$ cat config.mk
export PLATFORM = sky130hd
export DESIGN_NAME = day_name_scroller
export DESIGN_NICKNAME = d
export VERILOG_FILES = /design/src/rtl/day_disp_pkg.sv /design/src/rtl/seg_glyph.sv /design/src/rtl/day_name_scroller.sv
export SDC_FILE = /design/constraint.sdc
export NUM_CORES = 1
export LEC_CHECK = 0
export ABC_CLOCK_PERIOD_IN_PS = 5900
export CORE_UTILIZATION = 57
export DETAILED_ROUTE_END_ITERATION = 16
export HOLD_SLACK_MARGIN = 0.06
export PLACE_DENSITY = 0.79
export SYNTH_ARGS = -nofsm -noshare
export SYNTH_HDL_FRONTEND = slang
export SYNTH_SLANG_ARGS = --single-unit
$ cat constraint.sdc
create_clock -name clk -period 5.9 [get_ports clk]
set_clock_uncertainty 0.2 [all_clocks]
set_input_delay 1.77 -clock clk [delete_from_list [all_inputs] [get_ports clk]]
set_output_delay 1.77 -clock clk [all_outputs]
set_load 0.02 [all_outputs]
$ cat src/rtl/day_disp_pkg.sv
// Shared definitions for the weekday display engine: character codes,
// day-name and abbreviation tables, day and mode constants.
package day_disp_pkg;

  typedef enum logic [4:0] {
    C_BLANK  = 5'd0,
    C_M      = 5'd1,
    C_O      = 5'd2,
    C_N_LC   = 5'd3,
    C_T      = 5'd4,
    C_U      = 5'd5,
    C_E      = 5'd6,
    C_W      = 5'd7,
    C_D_LC   = 5'd8,
    C_H_LC   = 5'd9,
    C_U_LC   = 5'd10,
    C_F      = 5'd11,
    C_R_LC   = 5'd12,
    C_I      = 5'd13,
    C_S      = 5'd14,
    C_A      = 5'd15,
    C_T_LC   = 5'd16,
    C_Y      = 5'd17,
    C_N      = 5'd18,
    C_R      = 5'd19,
    C_H      = 5'd20,
    C_D      = 5'd21
  } char_e;

  typedef enum logic [1:0] {
    MODE_STATIC = 2'd0,
    MODE_SCROLL = 2'd1,
    MODE_BLINK  = 2'd2
  } mode_e;

  localparam logic [2:0] MON = 3'd0;
  localparam logic [2:0] TUE = 3'd1;
  localparam logic [2:0] WED = 3'd2;
  localparam logic [2:0] THU = 3'd3;
  localparam logic [2:0] FRI = 3'd4;
  localparam logic [2:0] SAT = 3'd5;
  localparam logic [2:0] SUN = 3'd6;

  localparam int NAME_MAX = 9;
  localparam logic [6:0] SEG_BLANK = 7'b1111111;

  // Tables carry an eighth, blank entry so a 3-bit day index is always in range.
  localparam char_e NAME_TAB [8][NAME_MAX] = '{
    '{C_M, C_O, C_N, C_D, C_A, C_Y, C_BLANK, C_BLANK, C_BLANK},
    '{C_T, C_U, C_E, C_S, C_D, C_A, C_Y, C_BLANK, C_BLANK},
    '{C_W, C_E, C_D, C_N, C_E, C_S, C_D, C_A, C_Y},
    '{C_T, C_H, C_U, C_R, C_S, C_D, C_A, C_Y, C_BLANK},
    '{C_F, C_R, C_I, C_D, C_A, C_Y, C_BLANK, C_BLANK, C_BLANK},
    '{C_S, C_A, C_T, C_U, C_R, C_D, C_A, C_Y, C_BLANK},
    '{C_S, C_U, C_N, C_D, C_A, C_Y, C_BLANK, C_BLANK, C_BLANK},
    '{default: C_BLANK}
  };

  localparam logic [3:0] NAME_LEN [8] = '{4'd6, 4'd7, 4'd9, 4'd8, 4'd6, 4'd8, 4'd6, 4'd0};

  localparam char_e ABBR_TAB [8][3] = '{
    '{C_M, C_O,    C_N_LC},
    '{C_T, C_U,    C_E},
    '{C_W, C_E,    C_D_LC},
    '{C_T, C_H_LC, C_U_LC},
    '{C_F, C_R_LC, C_I},
    '{C_S, C_A,    C_T_LC},
    '{C_S, C_U_LC, C_N_LC},
    '{C_BLANK, C_BLANK, C_BLANK}
  };

  // Mode 3 is folded onto static so the restart logic sees 0 and 3 as one mode.
  function automatic mode_e decode_mode(input logic [1:0] m);
    return (m == 2'd3) ? MODE_STATIC : mode_e'(m);
  endfunction

endpackage

$ cat src/rtl/seg_glyph.sv
// Character code to active-low seven-segment pattern (abcdefg, MSB = a).
module seg_glyph
  import day_disp_pkg::*;
(
  input  char_e      char_i,
  output logic [6:0] seg_o
);

  // NOTE: every output of a combinational block gets a default first so no latch is inferred.
  always_comb begin
    seg_o = SEG_BLANK;
    case (char_i)
      C_M:            seg_o = 7'b0001001;
      C_O:            seg_o = 7'b1100010;
      C_N_LC, C_N:    seg_o = 7'b1101010;
      C_T, C_T_LC:    seg_o = 7'b1110000;
      C_U:            seg_o = 7'b1000001;
      C_E:            seg_o = 7'b0110000;
      C_W, C_U_LC:    seg_o = 7'b1100011;
      C_D_LC, C_D:    seg_o = 7'b1000010;
      C_H_LC:         seg_o = 7'b1101000;
      C_F:            seg_o = 7'b0111000;
      C_R_LC, C_R:    seg_o = 7'b1111010;
      C_I:            seg_o = 7'b1111011;
      C_S:            seg_o = 7'b0100100;
      C_A:            seg_o = 7'b0001000;
      C_Y:            seg_o = 7'b1000100;
      C_H:            seg_o = 7'b1001000;
      default:        seg_o = SEG_BLANK;
    endcase
  end

endmodule

$ cat src/rtl/day_name_scroller.sv
// Weekday register plus static / scrolling / blinking seven-segment renderer.
// The segment bus is registered, so it trails day/pos by one cycle.
module day_name_scroller
  import day_disp_pkg::*;
#(
  parameter int unsigned NUM_DIGITS = 4,
  parameter int unsigned SCROLL_DIV = 25_000_000,
  parameter int unsigned BLINK_DIV  = 12_500_000
) (
  input  logic                    clk,
  input  logic                    rst_n,
  input  logic                    day_tick,
  input  logic                    set_en,
  input  logic [2:0]              set_day,
  input  logic [1:0]              mode,
  output logic [2:0]              day,
  output logic                    week_wrap,
  output logic [7*NUM_DIGITS-1:0] seg
);

  localparam int L_MAX  = NUM_DIGITS + NAME_MAX;
  localparam int POS_W  = $clog2(L_MAX);
  localparam int IDX_W  = POS_W + 1;
  localparam int SDIV_W = $clog2(SCROLL_DIV);
  localparam int BDIV_W = $clog2(BLINK_DIV);

  logic [2:0]              day_q, day_d;
  logic                    wrap_q, wrap_d;
  mode_e                   mode_q, mode_d;
  logic [POS_W-1:0]        pos_q, pos_d;
  logic [SDIV_W-1:0]       sdiv_q, sdiv_d;
  logic [BDIV_W-1:0]       bdiv_q, bdiv_d;
  logic                    blink_on_q, blink_on_d;
  logic [7*NUM_DIGITS-1:0] seg_q, seg_d;

  logic                    restart;
  logic [IDX_W-1:0]        scroll_len;
  logic [IDX_W-1:0]        pos_ext;

  // A valid set beats a simultaneous tick; an out-of-range set is simply absent.
  always_comb begin
    day_d  = day_q;
    wrap_d = 1'b0;
    if (set_en && set_day <= SUN) begin
      day_d = set_day;
    end else if (day_tick) begin
      if (day_q == SUN) begin
        day_d  = MON;
        wrap_d = 1'b1;
      end else begin
        day_d = day_q + 3'd1;
      end
    end
  end

  assign mode_d     = decode_mode(mode);
  assign restart    = (day_d != day_q) || (mode_d != mode_q);
  assign scroll_len = IDX_W'(NUM_DIGITS) + IDX_W'(NAME_LEN[day_q]);
  assign pos_ext    = IDX_W'(pos_q);

  // Dividers run only in their own mode and sit at zero otherwise.
  always_comb begin
    pos_d      = pos_q;
    sdiv_d     = '0;
    bdiv_d     = '0;
    blink_on_d = blink_on_q;
    if (restart) begin
      pos_d      = '0;
      blink_on_d = 1'b1;
    end else begin
      if (mode_q == MODE_SCROLL) begin
        if (sdiv_q == SDIV_W'(SCROLL_DIV - 1)) begin
          pos_d = (pos_ext == scroll_len - IDX_W'(1)) ? '0 : pos_q + POS_W'(1);
        end else begin
          sdiv_d = sdiv_q + SDIV_W'(1);
        end
      end
      if (mode_q == MODE_BLINK) begin
        if (bdiv_q == BDIV_W'(BLINK_DIV - 1)) begin
          blink_on_d = ~blink_on_q;
        end else begin
          bdiv_d = bdiv_q + BDIV_W'(1);
        end
      end
    end
  end

  for (genvar k = 0; k < NUM_DIGITS; k++) begin : g_digit
    logic [IDX_W-1:0] raw_idx;
    logic [IDX_W-1:0] win_idx;
    logic [3:0]       name_idx;
    char_e            scroll_ch;
    char_e            static_ch;
    char_e            char_sel;
    logic [6:0]       glyph;

    // Window index into "NUM_DIGITS blanks + name"; at most one wrap is possible.
    always_comb begin
      raw_idx   = pos_ext + IDX_W'(NUM_DIGITS - 1 - k);
      win_idx   = (raw_idx >= scroll_len) ? raw_idx - scroll_len : raw_idx;
      name_idx  = 4'(win_idx - IDX_W'(NUM_DIGITS));
      scroll_ch = (win_idx < IDX_W'(NUM_DIGITS)) ? C_BLANK : NAME_TAB[day_q][name_idx];
    end

    if (k <= 2) begin : g_abbr
      assign static_ch = ABBR_TAB[day_q][2-k];
    end else begin : g_pad
      assign static_ch = C_BLANK;
    end

    always_comb begin
      char_sel = static_ch;
      if (mode_q == MODE_SCROLL) begin
        char_sel = scroll_ch;
      end else if (mode_q == MODE_BLINK && !blink_on_q) begin
        char_sel = C_BLANK;
      end
    end

    seg_glyph u_glyph (
      .char_i (char_sel),
      .seg_o  (glyph)
    );

    assign seg_d[7*k +: 7] = glyph;
  end

  // NOTE: sequential state uses non-blocking assignments so every register samples pre-edge values.
  always_ff @(posedge clk or negedge rst_n) begin
    if (!rst_n) begin
      day_q      <= MON;
      wrap_q     <= 1'b0;
      mode_q     <= MODE_STATIC;
      pos_q      <= '0;
      sdiv_q     <= '0;
      bdiv_q     <= '0;
      blink_on_q <= 1'b1;
      seg_q      <= '1;
    end else begin
      day_q      <= day_d;
      wrap_q     <= wrap_d;
      mode_q     <= mode_d;
      pos_q      <= pos_d;
      sdiv_q     <= sdiv_d;
      bdiv_q     <= bdiv_d;
      blink_on_q <= blink_on_d;
      seg_q      <= seg_d;
    end
  end

  assign day       = day_q;
  assign week_wrap = wrap_q;
  assign seg       = seg_q;

endmodule

* Word level (Yosys, flattened, before mapping)
Memory sizes are Yosys's and may differ from the RTL's. A register that Yosys moved wholly into a read port is not among the register bits. Index checks and enable logic that the tools add are counted. W data, S select, Z words.
Word-level totals: memories 7, logic and storage cells 127, output and inout bits 32, flip-flop bits (word level) 60, input bits 9, ROM bits 1408
Memories:
- (name not given) | words 8, width 45, read ports 1, clocked after memory_dff 0, wr ports 0, line day_name_scroller.sv:102 | scroll_ch = (win_idx < IDX_W'(NUM_DIGITS)) ? C_BLANK : NAME_TAB[day_q][name_idx];
- (name not given) | words 32, width 7, read ports 1, clocked after memory_dff 1, wr ports 0, line seg_glyph.sv:12 | case (char_i)
- (name not given) | words 32, width 7, read ports 1, clocked after memory_dff 1, wr ports 0, line seg_glyph.sv:12
- (name not given) | words 32, width 7, read ports 1, clocked after memory_dff 1, wr ports 0, line seg_glyph.sv:12
- (name not given) | words 32, width 7, read ports 1, clocked after memory_dff 1, wr ports 0, line seg_glyph.sv:12
- (name not given) | words 8, width 15, read ports 1, clocked after memory_dff 0, wr ports 0, line day_name_scroller.sv:106 | assign static_ch = ABBR_TAB[day_q][2-k];
- 1 more memories
Cells by class: bitwise gates (word level) 6, eq/ne operators 9, reduce and logical (&&, ||, !) cells 14, add/subtract/negate cells 17, muxes and demuxes 53, $lt $le $gt $ge 14
Operators with widths (count):
- $mux W5 | 23
- $mux W45 | 2
- $bmux W5 S4 | 4
- $mux W25 | 3
- $mux W24 | 3
- $mux W15 | 2
- $add A25 B1 Y25 const B | 1
- $eq A25 B25 Y1 const B | 1
- $add A24 B1 Y24 const B | 1
- $eq A24 B24 Y1 const B | 1
- $mux W4 | 6
- $ge A5 B5 Y1 const B | 4
- $lt A5 B3 Y1 const B | 4
- $not A4 Y5 | 4
- $sub A4 B3 Y4 const B | 4
- $ge A5 B5 Y1 | 3
- $sub A5 B5 Y5 | 3
- $add A4 B2 Y5 const B | 2
- $mux W3 | 3
- $reduce_bool A2 Y1 | 4
- $mux W1 | 6
- $add A3 B4 Y5 const A | 1
- $add A4 B1 Y5 const B | 1
- $eq A4 B5 Y1 | 1
- other kinds (19) | 26

* Longest topological paths before layout
depth after elaboration 14, gate-level depth with buffers 25, gate-level depth less buffers 22

* Hierarchy
Synthesis repeated with hierarchy kept, for this count alone.
Second synthesis, totals: cell total of the unflattened synthesis 985, area, all modules 8570.7 um^2
By module, submodules not included:
- day_name_scroller | seq. area each 2238.4 um^2, times used 1, cells an instance 760, area each 6865.3 um^2
- seg_glyph (g_digit[2].u_glyph ...) | seq. area each 0.0 um^2, times used 2, cells an instance 58, area each 435.4 um^2
- seg_glyph (g_digit[1].u_glyph) | seq. area each 0.0 um^2, times used 1, cells an instance 57, area each 424.2 um^2
- seg_glyph (g_digit[0].u_glyph) | seq. area each 0.0 um^2, times used 1, cells an instance 52, area each 410.4 um^2

* Worst setup path before layout
Ideal clock, no wire load.
path kind register to register, from register day_q[2] (netlist: day[2]), to register seg_q[0] (netlist: seg[0]), setup time 0.096 ns, arrival 5.724 ns, buffers on the path 5, period minus slack after synthesis 6.021 ns, data required time 5.604 ns, cell stages (with the launch flop) 23, setup slack -0.121 ns, cells stage by stage dfrtp_1 clkbuf_1 buf_1 buf_1 a21oi_1 ha_1 buf_6 inv_1 ha_1 and4b_1 o21a_1 a311oi_4 mux2i_1 buf_2 nor2_1 a211oi_1 o21bai_1 a31oi_2 inv_2 ha_1 nor2b_1 a2111oi_0 a31oi_1
On the way: word-level cells in the longest chain between the ends 14, elaborated cells between the ends (all ways) 23, classes of those cells add/sub (3); order compare (2); mux (13); bitwise (2); memory (3)
Ends and longest elaborated chain:
- start: declaration | line day_name_scroller.sv:27 | logic [2:0] day_q, day_d;
- start signal: assignment | line day_name_scroller.sv:140 | day_q <= day_d;
- $not A3 Y4 (implied by the code) (*) | line day_name_scroller.sv:58, day_name_scroller.sv:102, day_name_scroller.sv:106
- $mem_v2 Z8 W4
- $mux W4 (implied by the code) (2 in series) | line day_name_scroller.sv:58 | assign scroll_len = IDX_W'(NUM_DIGITS) + IDX_W'(NAME_LEN[day_q]);
- $add A3 B4 Y5 | line day_name_scroller.sv:58
- $sub A5 B5 Y5 / $ge A5 B5 Y1 (equally long branches) | line day_name_scroller.sv:100 | win_idx = (raw_idx >= scroll_len) ? raw_idx - scroll_len : raw_idx;
- $mux W5 | line day_name_scroller.sv:100
- $sub A4 B3 Y4 | line day_name_scroller.sv:101 | name_idx = 4'(win_idx - IDX_W'(NUM_DIGITS));
- $not A4 Y5 (implied by the code) | line day_name_scroller.sv:102
- $bmux W5 S4 | line day_name_scroller.sv:102
- $mux W5 (implied by the code) (2 in series) | line day_name_scroller.sv:102
- $mux W5 | line day_name_scroller.sv:102
- $mux W5 (*) | line day_name_scroller.sv:113 | if (mode_q == MODE_SCROLL) begin
- end: declaration | line day_name_scroller.sv:34 | logic [7*NUM_DIGITS-1:0] seg_q, seg_d;
Mark *: on every way between the ends. The rest lies on a longest branch, timed or not. The select of a mux whose other input is x is not followed. A chain may end at the register's enable or synchronous reset.

* Worst setup path in the final report
from register pos_q[1], to register seg_q[6] (netlist: seg[6])
On the way: word-level cells in the longest chain between the ends 10, elaborated cells between the ends (all ways) 12, classes of those cells add/sub (3); order compare (2); mux (6); bitwise (1)
Ends and longest elaborated chain:
- start: declaration | line day_name_scroller.sv:30 | logic [POS_W-1:0] pos_q, pos_d;
- start signal: assignment | line day_name_scroller.sv:143 | pos_q <= pos_d;
- $add A4 B2 Y5 (*) | line day_name_scroller.sv:99 | raw_idx = pos_ext + IDX_W'(NUM_DIGITS - 1 - k);
- $sub A5 B5 Y5 / $ge A5 B5 Y1 (equally long branches) | line day_name_scroller.sv:100
- $mux W5 (*) | line day_name_scroller.sv:100
- $sub A4 B3 Y4 | line day_name_scroller.sv:101
- $not A4 Y5 (implied by the code) | line day_name_scroller.sv:102
- $bmux W5 S4 | line day_name_scroller.sv:102
- $mux W5 (implied by the code) (2 in series) | line day_name_scroller.sv:102
- $mux W5 (*) | line day_name_scroller.sv:102
- $mux W5 (*) | line day_name_scroller.sv:113
Marks and branches as above.

==> results.tsv <==
metric	value	unit
run status	completed	
worst-margin pin slew	975	ps
synthesized area per cell	8.03	um^2
startpoint types	flop	
max-cap violation count	0	
Hold Crit Depth	1	
# IOs	41	
drt drc	0	
fin crit share	95.7	%
asr flop ratio synth	100	%
leak pwr	4.10	nW
count of cell types in the netlist	95	
Max Root-Sink Buffers	2	
Final #Nets	1218	
RSZ-0062 raised after global routing	false	
number of port buffers	40	
Crit Path Max Fanout	11	
critical path data required time	6000	ps
Clock transition at path regs	70	ps
FP Rows	45	
#FFs+latches synth	88	
YS warnings	0	
GP Congestion	1.04	
Avg WL per Cell	19.8	um
total die area	16100	um^2
DP HPWL	20100	um
Highest Clock Rate	177	MHz
first-pass GRT wire length	43400	um
Power Dens Cells	307	nW/um^2
share of layout cells above drive strength 1	11.4	%
DRT iter0 DRCs	1003	
Congestion Overflow GR	0	
initial antenna violation count	0	
Placement Cell Area	9650	um^2
Critical Path Sink Type	flop	
Synth area leader	dfrtp_1	
setup TNS	0	ps
Global Route Usage Sum	34.3	%
CTS HTree Levels	3	
top_reg_cell synth	dfrtp_1	
pre-CTS setup slack	224	ps
number of synthesized flops with an enable pin	0	
clock sink count	88	
final setup violating endpoints	0	
Post-CTS Hold Fix Bufs	0	
multi-input combinational cell area	6330	um^2
Pre-antenna DRT Iters	6	
setup bufs post-CTS	0	
final setup margin	254	ps
final wirelength	27100	um
fillers	1285	
Power Total	3.07	mW
Synthesized Nets	1180	
TritonCTS buffer count	9	
R2R cell count	17	
Sequential Area	2240	um^2
top cell type's share of synthesized area	16.6	%
Root Driver	clkbuf_16	
Via Count	8775	
Synth-to-Final Area Change	11.9	%
vias in the first global route	8167	
maximum vdd drop	0.295	mV
top area cells in the synthesized netlist	dfrtp_1 (17%), dfstp_2 (8.5%), ha_1 (8.0%)	
Die Wd	127	um
CTS tree	done	
Worst Path Arrival	5750	ps
sequential-to-total area share from yosys stat	25.1	%
ANT cells	0	
Core Area	15300	um^2
Crit Path Category	reg2reg	
Final Slew Violations	0	
DR vias/cell	6.43	
Hold Crit Class	reg2reg	
fin crit period	5650	ps
post-route cell area	9980	um^2
final hold vios	0	
Initial Util	58.4	%
maximum number of pins on one net before global-route repair	60	
cells after synthesis	1110	
Die Ht	127	um
worst skew pair latency	370	ps
Cell Area, Synth	8910	um^2
Detail Route Antenna Nets	0	
post-layout util	65.4	%
Worst slew margin	34.5	%
[layout by cell type (no fill, tap or decap), drive strengths merged, types with 11 or more instances in the layout]
cell	count
nor2	150
nand2	112
a21oi	67
dfrtp	59
ha	57
inv	48
o21ai	48
mux2i	44
buf	41
clkdlybuf4s50	39
xnor2	37
nand3	36
xor2	35
o211ai	31
dfstp	29
nor3	26
a211oi	19
nor2b	17
a31oi	17
nand2b	16
nand4	14
and3	14
mux2	11
and2	11
[layout make-up]
class	instances	share of cell area, %
Clock buffer	10	2.30
Clock inverter	6	0.552
Inverter	44	1.66
Multi-Input combinational cell	925	63.4
Sequential cell	88	22.4
Tap cell	211	2.65
Timing Repair Buffer	80	7.00
[power by group]
| part | leakage (nW) | total (mW) | internal, mW | switching (mW) |
|---|---|---|---|---|
| Sequential | 1.12 | 0.744 | 0.721 | 0.0230 |
| Combinational | 2.84 | 1.74 | 0.676 | 1.06 |
| Clock | 0.140 | 0.583 | 0.296 | 0.286 |
[logic make-up after synthesis]
logic type,count (synthesis),share of synthesized area [%]
and+or+nand+nor,437,22.9
DFF,88,25.1
AOI/OAI and AO/OA,296,23.8
buffers and inverters,97,4.46
xor gates and xnor gates,72,7.45
muxes,59,7.38
adders and majority gates,61,8.90
[worst max-delay path: stages, from the launching register on]
cell and delay, ps:
dfrtp_1 700, inv_1 340, ha_1 310, a21oi_2 230
xnor2_1 190, ha_1 300, and4b_1 210, o21a_1 220
a311oi_4 470, mux2i_4 460, mux2i_1 280, a2111oi_0 130
a31o_1 260, a31oi_4 310, inv_2 170, ha_1 260
mux4_2 470, nand2_1 80
[Yosys cell counts (all sizes together) (6+ instances only)]
master   instances
ha              57
dfrtp           59
and2            11
nor2b           17
mux2i           44
and3            14
inv             43
o311ai           7
a311oi           6
a221oi           9
nand2b          16
o211ai          31
a211oi          19
mux2            11
a22oi            8
a21o             6
dfstp           29
o21ai           48
nand4           14
or2             10
nor2           150
o21a             7
a31oi           17
nand3           36
clkbuf          34
xor2            35
nor3            26
nand2          112
a21oi           67
xnor2           37
or3             10
buf             19
a2111oi          7
[per-stage QoR]
| stage | instances | hold slack, ps |
|---|---|---|
| 5_1_grt | 1364 | 308 |
| 3_3_place_gp | 1348 | 270 |
| 4_1_cts | 1364 | 290 |
| 6_report | 1364 | 283 |
| 3_5_place_dp | 1348 | 275 |
| 2_1_floorplan | 1110 | 248 |
[metal layers]
layer	vias to the layer above	wire length, um	share of wire [%]	GRT usage [%]
met5	-	0	0	0
met4	0	1090	4.0	16.0
met3	82	2340	8.6	5.15
met2	452	12300	45	54.3
met1	4132	11400	42	46.4
li1	4109	-	-	-
[sequential cells by signal, summed over array words and instances, names as in the netlist]
register / flops
mode_q: 2
blink_on_q: 1
sdiv_q: 25
seg: 28
week_wrap: 1
day: 3
pos_q: 4
bdiv_q: 24
[path summary, 6_finish.rpt]
check                                startpoint                    to  slack (ps)
setup / recovery           pos_q[1]$_DFFE_PN0P_      seg[6]$_DFF_PN1_         250
hold / removal              sdiv_q[0]$_DFF_PN0_   sdiv_q[0]$_DFF_PN0_         280
setup reg to reg           pos_q[1]$_DFFE_PN0P_      seg[6]$_DFF_PN1_         250
hold reg to reg             sdiv_q[0]$_DFF_PN0_   sdiv_q[0]$_DFF_PN0_         280
max in group asynchronous                 rst_n     seg[15]$_DFF_PN1_        3310
min in group asynchronous                 rst_n  sdiv_q[20]$_DFF_PN0_        1250
[repair_timing]
action                                  CTS  global route
endpoints found under the hold margin     0             0
endpoints found under the setup margin    0             8
resized for setup                         0             5
Note: power is estimated with default switching activity, not from simulation.
